--- src/rtl/mux4_rr_arbiter.sv ---
// Round-robin packet arbiter in front of a 4:1 data mux with valid/ready output.
// Optional per-grant beat limit with preemption: define MUX4_RR_BURST_LIMIT_EN.
module mux4_rr_arbiter #(
    parameter int DATA_W    = 1,
    parameter int MAX_BURST = 8
) (
    input  logic                  clk,
    input  logic                  rst_n,
    input  logic [3:0]            req,
    input  logic [3:0]            last,
    input  logic [4*DATA_W-1:0]   din,
    input  logic                  ready,
    output logic [3:0]            gnt,
    output logic [1:0]            sel,
    output logic [DATA_W-1:0]     dout,
    output logic                  dout_valid,
    output logic                  busy,
    output logic                  preempt
);

    typedef enum logic {
        IDLE  = 1'b0,
        GRANT = 1'b1
    } state_t;

    state_t                state, state_nxt;
    logic   [3:0]          gnt_nxt;
    logic   [1:0]          sel_nxt;
    logic   [1:0]          ptr, ptr_nxt;
    logic   [1:0]          win;
    logic                  s1, s0;
    logic                  xfer;
    logic                  force_rel;
    logic   [DATA_W-1:0]   mux_out;

    assign s1   = sel[1];
    assign s0   = sel[0];
    assign xfer = (state == GRANT) && req[sel] && ready;

    // Descending scan so the requester closest to ptr is assigned last and wins.
    always_comb begin
        win = ptr;
        for (int k = 3; k >= 0; k--) begin
            if (req[ptr + 2'(k)]) win = ptr + 2'(k);
        end
    end

    always_comb begin
        case ({s1, s0})
            2'd0:    mux_out = din[0        +: DATA_W];
            2'd1:    mux_out = din[DATA_W   +: DATA_W];
            2'd2:    mux_out = din[2*DATA_W +: DATA_W];
            default: mux_out = din[3*DATA_W +: DATA_W];
        endcase
    end

`ifdef MUX4_RR_BURST_LIMIT_EN
    localparam int                CW        = $clog2(MAX_BURST + 1);
    localparam logic [CW-1:0]     CNT_MAX   = CW'(MAX_BURST);
    localparam logic [CW-1:0]     CNT_LIMIT = CW'(MAX_BURST - 1);

    logic [CW-1:0] beat_cnt;
    logic [CW-1:0] beat_cnt_nxt;

    assign force_rel = xfer && !last[sel] && (beat_cnt == CNT_LIMIT);

    always_comb begin
        beat_cnt_nxt = beat_cnt;
        if (state == IDLE) begin
            beat_cnt_nxt = '0;
        end else if (xfer && beat_cnt != CNT_MAX) begin
            beat_cnt_nxt = beat_cnt + 1'b1;
        end
    end

    always_ff @(posedge clk or negedge rst_n) begin
        if (!rst_n) begin
            beat_cnt <= '0;
            preempt  <= 1'b0;
        end else begin
            beat_cnt <= beat_cnt_nxt;
            preempt  <= force_rel;
        end
    end
`else
    assign force_rel = 1'b0;
    assign preempt   = 1'b0;
`endif

    always_ff @(posedge clk or negedge rst_n) begin
        if (!rst_n) begin
            state <= IDLE;
            gnt   <= 4'b0000;
            sel   <= 2'd0;
            ptr   <= 2'd0;
        end else begin
            state <= state_nxt;
            gnt   <= gnt_nxt;
            sel   <= sel_nxt;
            ptr   <= ptr_nxt;
        end
    end

    // sel is only reloaded when a new grant is issued; it keeps its value in IDLE.
    always_comb begin
        state_nxt = state;
        gnt_nxt   = gnt;
        sel_nxt   = sel;
        ptr_nxt   = ptr;
        case (state)
            IDLE: begin
                gnt_nxt = 4'b0000;
                if (|req) begin
                    state_nxt = GRANT;
                    gnt_nxt   = 4'b0001 << win;
                    sel_nxt   = win;
                end
            end
            GRANT: begin
                if ((xfer && last[sel]) || force_rel) begin
                    state_nxt = IDLE;
                    gnt_nxt   = 4'b0000;
                    ptr_nxt   = sel + 2'd1;
                end
            end
            default: begin
                state_nxt = IDLE;
                gnt_nxt   = 4'b0000;
            end
        endcase
    end

    always_comb begin
        busy       = (state == GRANT);
        dout_valid = busy && req[sel];
        dout       = busy ? mux_out : '0;
    end

endmodule

--- config.mk ---
export PLATFORM = sky130hd
export DESIGN_NAME = mux4_rr_arbiter
export DESIGN_NICKNAME = d
export VERILOG_FILES = /design/src/rtl/mux4_rr_arbiter.sv
export SDC_FILE = /design/constraint.sdc
export NUM_CORES = 1
export LEC_CHECK = 0
export CORE_MARGIN = 2
export CORE_UTILIZATION = 41
export CTS_CLUSTER_SIZE = 25
export DETAILED_ROUTE_END_ITERATION = 12
export GPL_TIMING_DRIVEN = 0
export PLACE_DENSITY = 0.76
export SLEW_MARGIN = 0
export SYNTH_ARGS = -nofsm -noshare
export SYNTH_HDL_FRONTEND = slang
export SYNTH_SLANG_ARGS = --single-unit
--- constraint.sdc ---
create_clock -name clk -period 2.2 [get_ports clk]
set_clock_uncertainty 0.2 [all_clocks]
set_input_delay 0.22 -clock clk [delete_from_list [all_inputs] [get_ports clk]]
set_output_delay 0.22 -clock clk [all_outputs]
set_load 0.005 [all_outputs]
# After elaboration in Yosys (flattened, before gate mapping)

Index checks and enable logic that the tools add are counted.

Register bits after elaboration: 9
Output and inout port bits: 10
Word-level logic and storage cells: 49
Input port bits: 15

Bitwise operators: 1
Reduce and logical (&&, ||, !) cells: 7
Equal/unequal tests: 3
Shifts and indexed selects: 1
Mux-type cells: 24
Add/sub/neg operators: 4
$lt $le $gt $ge: 5

Operators by type and width:

| kind                                                                          | count |
|---|---|
| 2-bit by 3-bit less-than comparator with 1-bit output (second input constant) | 5 |
| 1-bit binary-select mux with 2-bit select                                     | 6 |
| 1-bit 2-to-1 mux                                                              | 9 |
| 2-bit 2-to-1 mux                                                              | 4 |
| 4-bit 2-to-1 mux                                                              | 2 |
| 4-bit case mux with 2 select lines                                            | 1 |
| 2-bit by 1-bit adder with 2-bit output (second input constant)                | 2 |
| 2-bit adder (second input constant)                                           | 2 |
| 2-bit AND reduction                                                           | 2 |
| 4-bit OR reduction                                                            | 1 |
| 1-bit by 2-bit left shift with 4-bit output (first input constant)            | 1 |
| 1-bit logical AND                                                             | 3 |
| 1-bit case mux with 3 select lines                                            | 1 |
| 2-bit by 1-bit equality test with 1-bit output (second input constant)        | 1 |
| 2-bit equality test (second input constant)                                   | 1 |
| 2-bit logical NOT                                                             | 1 |
| 2-bit by 1-bit != test with 1-bit output (second input constant)              | 1 |
| 1-bit case mux with 2 select lines                                            | 1 |
| 1-bit NOT                                                                     | 1 |

# Longest topological paths before layout

Depth after elaboration: 10
Mapped depth: 6
Mapped depth without buffers: 5

# Least setup slack after synthesis

OpenSTA, ideal clock, no wires.

Path kind: reg2reg
From: register sel[0]
To: register ptr[1]
Library setup time: 127 ps
Path slack: 290 ps
Period minus slack after synthesis: 1910 ps
Data required time: 1873 ps
Path buffers: 1
Cell stages (with the launch flop): 6
Arrival: 1582 ps
Cell sequence: dfrtp_1 -> buf_6 -> mux4_2 -> and2_4 -> nand2_2 -> mux2_1

Cells in the longest elaborated chain, start to end: 6
Elaborated cells on any way between the ends: 9
Classes of those cells: add/sub: 1; mux: 4; reduce/logical: 4

Ends and longest elaborated chain:

| what                                      | RTL line | RTL |
|---|---|---|
| start: declaration                        | 14       | `output logic [1:0] sel,` |
| start signal: assignment                  | 99       | `sel <= sel_nxt;` |
| 1-bit binary-select mux with 2-bit select | --       |  |
| 1-bit 2-to-1 mux                          | --       |  |
| 1-bit logical AND                         | --       |  |
| net dout_valid                            | 16       | `output logic dout_valid,` |
| 1-bit logical AND                         | 38       | `assign xfer = (state == GRANT) && req[sel] && ready;` |
| 1-bit logical AND                         | 120      | `if ((xfer && last[sel]) \|\| force_rel) begin` |
| 2-bit AND reduction (no line)             | --       |  |
| end signal: assignment                    | 100      | `ptr <= ptr_nxt;` |
| end: declaration                          | 29       | `logic [1:0] ptr, ptr_nxt;` |

The timed path passes the listed nets, and every way through them passes these cells. The select of a mux whose other input is x is not followed.
A chain may end at the register's enable or synchronous reset.

# Worst setup path in the final report

From: register sel[0]
To: output dout_valid

Cells in the longest elaborated chain, start to end: 3

Ends and longest elaborated chain:

| what                                      | RTL line | RTL |
|---|---|---|
| 1-bit binary-select mux with 2-bit select | 135      | `dout_valid = busy && req[sel];` |
| 1-bit 2-to-1 mux (not written as such)    | 135      |  |
| 1-bit logical AND                         | 135      |  |
| end: declaration                          | 16       |  |

No other way between the ends. The select of a mux whose other input is x is not followed.

==> flow_summary_export.csv <==
group,metric,value,unit
worst_setup_path,crit_type,"reg2out",
worst_setup_path,worstSetupEndpointType,"primary output",
layout,multi_input_area,370.4,um2
route,drt_first_pass_iters,4,
placed_design,place_hpwl,1066,um
clock_tree,clkLatencyLatePin,0.26,ns
power_and_ir_drop,leakage,0.4196,nW
worst_setup_path,startpoint_type,"register",
layout,fillerInstances,127,
yosys,netlist_area,623.1,um2
sta,slew_headroom,61.21,%
floorplan,die_x,42.99,um
sta,hold_slack,0.04035,ns
global_route,grt_overflow,0,
sta,setup_tns,0,ns
route,vias,580,
floorplan,dieArea,1848,um2
floorplan,ios,25,
route,drt-total-wl,1469,um
flow_run,cap_violations,0,
yosys,syn_avg_cell_area,10.38,um2
sta,setup_viol,0,
global_route,grt_pass1_vias,613,
route,viasPerCell,5.321,
global_route,grt_max_degree,10,
power_and_ir_drop,finalPower,1.091,mW
global_route,grt_pass1_wl,2635,um
placed_design,port_buffers,23,
worst_setup_path,r2r-start,"sel[0]",
layout,antenna-diode-count,0,
sta,worst_pin_slew,0.5737,ns
yosys,synthCells,60,
placed_design,finalWeightedCongestion,0.7347,
layout,layout-drive-gt1-share,23.66,%
worst_setup_path,crit_start,"sel[0]",
sta,final_max_slew_viol_count,0,
yosys,syn_nets,79,
status,status,"complete, no violations",
yosys,synth-seq-area-share,36.14,%
clock_tree,clk_pin_slew_worst_paths,0.06,ns
clock_tree,ctsLongestPathBuffers,2,
hold_path,hold_path.class,"in2async",
power_and_ir_drop,max-vdd-ir-drop,0.0006964,V
worst_setup_path,cp_max_fo,4,
yosys,ys_ff_latch,9,
yosys,ys_warn_count,0,
clock_tree,cts_tree,"built",
sta,min_period_over_period,96.90,%
route,drtIter0Drc,9,
global_route,antenna_found_initial,0,
route,ant_nets,0,
sta,min_period,2.132,ns
power_and_ir_drop,power_density,1157,nW/um2
floorplan,initial_core_util,42.35,%
floorplan,fp-row-count,14,
global_route,grt_usage,18.34,%
layout,fin_nets,113,
sta,hold_viol,0,
route,route.detailed.drc,0,
clock_tree,numCtsBuffers,3,
yosys,ys_types,30,
sta,fmax,0.4691,GHz
clock_tree,cts.sinks,9,
clock_tree,htree_num_levels,1,
clock_tree,cts_root_buffer,"clkbuf_4",
layout,seq_area,226.5,um2
worst_setup_path,critPathArrivalTime,1.71,ns
sta,rsz0062_at_grt,"no",
floorplan,core,1471,um2
floorplan,fp.dieH,42.99,um
layout,synthToLayoutAreaGrowth,51.41,%
route,post_drt_wl_per_cell,13.48,um
worst_setup_path,cp.required,1.78,ns
## path summary, 6_finish.rpt
path / cells past startpoint / slack, ns / to
max: 4 / 0.07 / dout_valid
min: 1 / 0.04 / gnt[2]
max reg2reg: 6 / 0.21 / gnt[1]
min reg2reg: 1 / 0.29 / gnt[2]
max in group asynchronous: 1 / 1.46 / sel[1]
min in group clk: 1 / 0.29 / gnt[2]
## flip-flops by register name (all words and copies together), names as in the netlist
name	cells
gnt	4
ptr	2
sel	2
busy	1
## cells in the mapped netlist (all sizes together)
cell type / n / area share (%)
a21boi: 2 / 3.0
a21oi: 4 / 3.2
a222oi: 1 / 1.6
a22o: 2 / 2.8
and2: 2 / 2.4
buf: 2 / 3.0
conb: 1 / 0.60
dfrtp: 9 / 36
ha: 4 / 8.0
inv: 3 / 1.8
mux2: 1 / 1.8
mux2i: 4 / 6.4
mux4: 1 / 3.6
nand2: 3 / 2.2
nand2b: 5 / 5.0
nor2: 1 / 0.60
nor3b: 1 / 1.2
nor4: 1 / 1.0
nor4b: 1 / 1.4
o21ai: 1 / 0.80
o21bai: 2 / 2.4
o22a: 2 / 2.8
o22ai: 2 / 2.0
o2bb2ai: 2 / 2.8
o31ai: 1 / 1.2
or2: 2 / 2.0
## area by class of cell
class                      count  area share, %
tap                           16          2.122
sequential                     9          24.01
clock inverter                 1         0.5305
clock buffer                   3          2.387
multi-input combinational     46          39.26
buffer                         1         0.7958
inverter                       3          1.194
timing repair buffer          30          29.71
## repair_timing
| action | in CTS | in global routing |
|---|---|---|
| setup endpoints to repair | 2 | 2 |
| endpoints found under the hold margin | 0 | 0 |
| hold buffers | 0 | 0 |
| buffers inserted | 3 | 4 |
| gates resized for setup | 8 | 1 |
| pin swaps | 2 | 3 |
## cells in the final DEF, fill, tap and decap left out, drive strengths merged, types with 3 or more instances in the layout
cell type / instances
a21oi: 4
mux2i: 4
nand2b: 5
clkbuf: 4
inv: 3
dfrtp: 9
nand2: 3
buf: 8
ha: 4
clkdlybuf4s50: 21
## worst max-delay path, stage by stage, from the launching register on
cell and delay [ns]:
dfrtp_1 0.40, buf_6 0.13, mux4_2 0.50, and2_4 0.16, dlygate4sd2_1 0.26
## cell families (layout without fill, tap and decap cells)
kind of cell / Yosys count / count (layout) / share of synthesized area [%]
buf+inv: 5 / 38 / 4.819
compound gates: 19 / 19 / 22.69
other cells: 1 / 1 / 0.6018
simple gates: 16 / 16 / 15.87
mux: 6 / 6 / 11.85
flops: 9 / 9 / 36.15
fa+ha+maj: 4 / 4 / 8.032
## layer usage
layer / global-route usage (%) / wire [um]
met5: 0 / 0
met4: 3.636 / 8
met3: 4.255 / 119
met2: 32.42 / 669
met1: 22.73 / 671
## per-stage QoR
stage	util [%]	std cells	area (um2)	setup slack (ns)
CTS	63.18	106	929.6	0.006300
global route	64.12	109	943.4	0.002071
finish	64.12	109	943.4	0.06816
floorplan	-	60	623.1	0.2901
detailed placement	59.35	99	873.3	-0.1181
global placement	59.35	99	873.3	-0.1088
## power breakdown
group          internal (mW)  switching [mW]
sequential             0.240          0.0761
clock                 0.0673          0.0627
combinational          0.400           0.246
Note: power is estimated with default switching activity, not from simulation.
